==> src/rtl/carry_resolver.sv <==
// Iterative carry-propagate resolver: turns a half-adder sum/carry pair into a binary total.
// Optional CARRY_RESOLVER_EARLY_EXIT_EN stops iterating as soon as the carry vector clears.
module carry_resolver #(
    parameter int N = 4
) (
    input  logic           clk,
    input  logic           rst,
    input  logic           in_valid,
    output logic           in_ready,
    input  logic [N-1:0]   sum_in,
    input  logic [N-1:0]   carry_in,
    output logic           out_valid,
    input  logic           out_ready,
    output logic [N+1:0]   result
);
    localparam int W  = N + 2;
    localparam int CW = $clog2(N + 2) + 1;

    // Handshake: a transfer happens on a rising edge where valid and ready are both high;
    // valid holds its payload steady until that edge, ready never depends on valid.
    typedef enum logic [1:0] {
        IDLE = 2'd0,
        RUN  = 2'd1,
        DONE = 2'd2
    } state_t;

    state_t         state_q;
    logic [W-1:0]   s_q;
    logic [W-1:0]   c_q;
    logic [W-1:0]   s_d;
    logic [W-1:0]   c_d;
    logic [CW-1:0]  iter_cnt_q;
    logic           in_ready_q;
    logic           out_valid_q;
    logic           run_done;

    // One carry-save step; the carry leaving the MSB is always zero for legal totals.
    assign s_d = s_q ^ c_q;
    assign c_d = (s_q & c_q) << 1;

`ifdef CARRY_RESOLVER_EARLY_EXIT_EN
    assign run_done = (c_q == '0);
`else
    assign run_done = (iter_cnt_q == CW'(N + 1));
`endif

    always_ff @(posedge clk) begin
        if (rst) begin
            state_q     <= IDLE;
            s_q         <= '0;
            c_q         <= '0;
            iter_cnt_q  <= '0;
            in_ready_q  <= 1'b1;
            out_valid_q <= 1'b0;
        end else begin
            case (state_q)
                IDLE: begin
                    if (in_valid) begin
                        s_q         <= W'(sum_in);
                        c_q         <= W'(carry_in) << 1;
                        iter_cnt_q  <= '0;
                        in_ready_q  <= 1'b0;
                        state_q     <= RUN;
                    end
                end
                RUN: begin
                    if (run_done) begin
                        out_valid_q <= 1'b1;
                        state_q     <= DONE;
                    end else begin
                        s_q        <= s_d;
                        c_q        <= c_d;
                        iter_cnt_q <= iter_cnt_q + 1'b1;
                    end
                end
                DONE: begin
                    if (out_ready) begin
                        out_valid_q <= 1'b0;
                        in_ready_q  <= 1'b1;
                        state_q     <= IDLE;
                    end
                end
                default: begin
                    state_q     <= IDLE;
                    in_ready_q  <= 1'b1;
                    out_valid_q <= 1'b0;
                end
            endcase
        end
    end

    assign in_ready  = in_ready_q;
    assign out_valid = out_valid_q;
    assign result    = s_q;

endmodule

==> config.mk <==
export PLATFORM = sky130hd
export DESIGN_NAME = carry_resolver
export DESIGN_NICKNAME = d
export VERILOG_FILES = /design/src/rtl/carry_resolver.sv
export SDC_FILE = /design/constraint.sdc
export NUM_CORES = 1
export LEC_CHECK = 0
export BUFFER_PORTS_ARGS = -buffer_cell sky130_fd_sc_hd__buf_4
export CAP_MARGIN = 20
export CORE_MARGIN = 2
export CORE_UTILIZATION = 45
export CTS_CLUSTER_SIZE = 28
export DETAILED_ROUTE_END_ITERATION = 12
export PLACE_DENSITY = 0.67
export SYNTH_ARGS = -nofsm -noshare
export SYNTH_HDL_FRONTEND = slang
export SYNTH_SLANG_ARGS = --single-unit
==> constraint.sdc <==
create_clock -name clk -period 1.4 [get_ports clk]
set_clock_uncertainty 0.05 [all_clocks]
set_input_delay 0.21 -clock clk [delete_from_list [all_inputs] [get_ports clk]]
set_output_delay 0.21 -clock clk [all_outputs]
set_load 0.005 [all_outputs]
Yosys cells after proc, flatten, opt, wreduce, memory -nomap -nowiden
Cells that the tools add are included.
{"block": "totals", "regBits": 20, "input_bits": 12, "out_inout_bits": 8, "elab_cells": 43}
{"block": "op_classes", "add_sub_neg": 1, "eq_ne": 7, "n_mux": 19, "bitwise_logic": 4, "reduce_logical": 6}
{"op": "2-to-1 mux 6 bit", "count": 4}
{"op": "case mux 6 bit (2 select lines)", "count": 2}
{"op": "AND reduction 3 bit", "count": 4}
{"op": "2-to-1 mux 4 bit", "count": 2}
{"op": "inequality test 2 bit, second input constant", "count": 4}
{"op": "case mux 4 bit (2 select lines)", "count": 1}
{"op": "2-to-1 mux 2 bit", "count": 3}
{"op": "case mux 1 bit (3 select lines)", "count": 2}
{"op": "case mux 2 bit (3 select lines)", "count": 1}
{"op": "XOR 6 bit", "count": 1}
{"op": "AND 5 bit", "count": 1}
{"op": "adder 4 x 1 -> 4 bit, second input constant", "count": 1}
{"op": "equality test 4 x 3 -> 1 bit, second input constant", "count": 1}
{"op": "2-to-1 mux 1 bit", "count": 4}
{"op": "equality test 2 x 1 -> 1 bit, second input constant", "count": 1}
{"op": "equality test 2 bit, second input constant", "count": 1}
{"op": "logical NOT 2 bit", "count": 1}
{"op": "NOT 1 bit", "count": 2}
{"op": "nonzero test 2 bit", "count": 1}

Logic depth before layout (Yosys ltp)
{"block": "depth", "ltp_word": 3, "ltp_mapped": 6, "mapped_depth_nobuf": 5}

Worst setup path after synthesis
Ideal clock, no wire load.
{"block": "synth_timing", "kind": "register to register", "startpoint": "register iter_cnt_q[1]", "endpoint": "register c_q[2]", "setup_ns": 0.137, "t_arrival_ns": 1.227, "required_time_ns": 1.213, "slack_ns": -0.014, "stages_incl_launch_ff": 7, "path_buffers": 1, "synth_period_minus_slack_ns": 1.414, "path_cell_list": "dfxtp_1 > inv_1 > ha_1 > and4b_1 > buf_2 > nor2_1 > a211oi_1"}
{"block": "synth_between", "elab_chain_len": 3}
{"element": "from (decl)", "line": "32", "text": "logic [CW-1:0] iter_cnt_q;"}
{"element": "from (signal assigned)", "line": "73", "text": "iter_cnt_q <= iter_cnt_q + 1'b1;"}
{"element": "equality test 4 x 3 -> 1 bit", "line": "44", "text": "assign run_done = (iter_cnt_q == CW'(N + 1));"}
{"element": "inequality test 2 bit (no line)"}
{"element": "AND reduction 3 bit (no line)"}
{"element": "to (signal assigned)", "line": "60", "text": "c_q <= W'(carry_in) << 1;"}
{"element": "to (decl)", "line": "29", "text": "logic [W-1:0] c_q;"}
Every way passes these cells.
A chain may end at the register's enable or synchronous reset.

Worst setup path after layout
{"block": "layout_timing", "startpoint": "register iter_cnt_q[1]", "endpoint": "register iter_cnt_q[2]"}
{"block": "layout_between", "elab_chain_len": 3, "word_cells_on_any_way": 6, "cone_classes": "add/sub (1); eq/ne (2); mux (2); reduce/logical (1)"}
{"element": "adder 4 x 1 -> 4 bit or equality test 4 x 3 -> 1 bit (tied branches)", "line": "73, 44"}
{"element": "2-to-1 mux 4 bit or inequality test 2 bit (tied branches)"}
{"element": "case mux 4 bit (2 select lines) or AND reduction 3 bit (tied branches)"}
Several ways; a longest one is shown, not always the timed one. The select of a mux whose other input is x is not followed.

==> reports/qor.yml <==
run_status:
  outcome: "finished, final reports clean"
routing:
  drtIter0Drc: 14
  viasPerCell: 5.58
  dr.pass1.iters: 4
  vias: 848
  totalWireLength_um: 2010
  drc: 0
  routedWlPerCell_um: 13.3
  drtAntennaViolNets: 0
yosys:
  syn_inst: 100
  yosysSeqAreaShare_pct: 40.4
  yosys_warnings: 0
  syn_avg_cell_area_um2: 9.41
  ys_seq_elements: 19
  syn_nets: 118
  synth.distinct_cells: 28
  syn_area_um2: 941
global_route:
  grt_max_degree: 21
  grt_antenna_before_repair: 0
  use_met1_pct: 21.5
  grt-busiest-layer: "met2"
  grt_pass1_vias: 824
  grt-ovfl-total: 0
  grt_pass1_wl_um: 3410
  met3_usage_pct: 2.12
  use_met2_pct: 31.1
  grtUsageTotal_pct: 17.5
run:
  maxCapViolCount: 0
worst_setup_path:
  critPathRequiredTime_ns: 1.53
  worst-path-buf-inv: 1
  crit_chain: "inv_1, ha_2, and4b_2, o31ai_1, a21oi_1"
  startpoint_type: "flop"
  crit_slowest_cell: "dfxtp_1"
  worstSetupPathType: "reg -> reg"
  arrival_ns: 1.46
  path_max_fanout: 5
  crit_family: "flip-flops"
  slowest_delay_ns: 0.34
  endpoint_kind: "flop"
cells_and_area:
  final_common_cell: "buf_4"
  final_nets: 144
  syn2layout_area_growth_pct: 26.9
  drive_gt1_share_pct: 32.8
  n_antenna_cell: 0
  layout_common_cells: "buf_4 (26), a21oi_1 (16), dfxtp_1 (16)"
  final_core_util_pct: 60.8
clocking:
  htreeDepth: 1
  cts.path.max_buffers: 2
  cts_buffers: 3
  cts_sinks: 19
  cts_root_buffer: "clkbuf_4"
  cts_hold_buf: 0
  clock_latency_ns: 0.29
  clkTransAtPathRegs_ns: 0.11
  cts_tree: "done"
floorplan:
  initial_core_util_pct: 48.0
  die_area_um2: 2470
  row_count: 16
  die_w_um: 49.7
  ios: 20
  core_um2: 1960
  die_y_um: 49.7
sta:
  finalCriticalPeriod_ns: 1.33
  worstMarginPinSlew_ns: 0.453
  rsz0062_at_grt: "true"
  hold_violations: 0
  slew_headroom_pct: 69.8
  worst_slack_ns: 0.0688
  max_freq_mhz: 751
  finalSetupViolCount: 0
  period_share_pct: 95.1
  setup_tns_ns: 0
  report.final.slew_viol_count: 0
  whs_ns: 0.106
power:
  p_leak_nw: 0.504
  powerDensity_nw_per_um2: 883
  p_seq_share_pct: 56.1
  p_total_mw: 1.05
  worst_ir_drop_vdd_mv: 0.532
  p_clk_share_pct: 26.1
  switching_share_pct: 25.9
  combPwrFrac_pct: 17.8
  internal-power_mw: 0.782
  p_switching_mw: 0.272
placement:
  io_buffers: 19
  dpl.hpwl_um: 1460
  dp_slack_ns: -0.00877
  gp_congestion: 0.761
min_path:
  hold_path_class: "in -> reg"
## what timing repair did
action,4_1_cts,5_1_grt
setup buffers,1,0
pin swaps,0,0
resized for setup,2,7
setup endpoints to repair,7,9
gates cloned,1,0
## state kept, by name, summed over array words and instances (netlist names)
register,count
state_q,2
in_ready,1
result,6
out_valid,1
c_q,5
iter_cnt_q,4
## worst register-to-register path: stages (launching register included)
cell and delay, ns:
dfxtp_1 0.34, inv_1 0.05, ha_2 0.18, and4b_2 0.27, o31ai_1 0.25, a21oi_1 0.09
## power groups by stage
| stage | Combinational [mW] | Sequential, mW | Clock, mW |
|---|---|---|---|
| final | 0.188 | 0.591 | 0.275 |
| after global routing | 0.208 | 0.596 | 0.312 |
| after CTS | 0.181 | 0.591 | 0.281 |
| after detailed placement | 0.179 | 0.602 | 0 |
| after global placement | 0.174 | 0.601 | 0 |
| after floorplan | 0.109 | 0.598 | 0 |
## worst paths after layout
check / start / to / slack, ns / depth (start not counted)
hold reg to reg: out_valid / out_valid / 0.42 / 2
setup reg to reg: iter_cnt_q[1] / iter_cnt_q[2] / 0.07 / 5
hold / removal: sum_in[0] / result[0] / 0.11 / 3
setup / recovery: iter_cnt_q[1] / iter_cnt_q[2] / 0.07 / 5
## metal layers
metal | vias up | share of wire (%)
met5 | - | 0
met4 | 0 | 0.70
met3 | 2 | 3.1
met2 | 15 | 50
met1 | 408 | 46
li1 | 423 | -
## through the flow
step	area, um2	instances
after floorplan	943	100
after global placement	1120	146
final	1190	152
after detailed placement	1120	146
after global routing	1190	152
after CTS	1170	152
## cells in the mapped netlist
cell / n / area [um2]
dfxtp_1: 19 / 380
a21oi_1: 16 / 80.1
a211oi_1: 7 / 52.6
mux2i_1: 7 / 70.1
ha_1: 6 / 75.1
o21ai_0: 6 / 30.0
nand2_1: 4 / 15.0
nand3b_1: 4 / 30.0
nor2_1: 4 / 15.0
nand3_1: 3 / 15.0
buf_6: 2 / 22.5
inv_1: 2 / 7.51
nand2b_1: 2 / 12.5
nand4b_1: 2 / 17.5
nor2b_1: 2 / 12.5
o31ai_1: 2 / 15.0
and2b_1: 1 / 7.51
and4b_1: 1 / 10.0
buf_1: 1 / 3.75
buf_2: 1 / 5.00
buf_4: 1 / 7.51
clkbuf_1: 1 / 3.75
nor3b_1: 1 / 7.51
o21ba_2: 1 / 10.0
o21bai_2: 1 / 11.3
o32ai_1: 1 / 8.76
or2_2: 1 / 6.26
or3b_1: 1 / 8.76
## layout make-up
cell class	instances	area, um2
inverter	2	7.51
fill	184	768
sequential	19	384
tap	27	33.8
clock buffer	4	26.3
multi-input combinational	74	547
timing repair buffer	26	195
## logic make-up after synthesis
family                   share of synthesized area (%)
flip-flops                                        40.4
AO/OA/AOI/OAI                                     22.1
multiplexers                                      7.45
buffers and inverters                             5.32
AND/OR/NAND/NOR                                   16.8
adder cells (fa/ha/maj)                           7.98
Power figures use the tool's default switching activity.
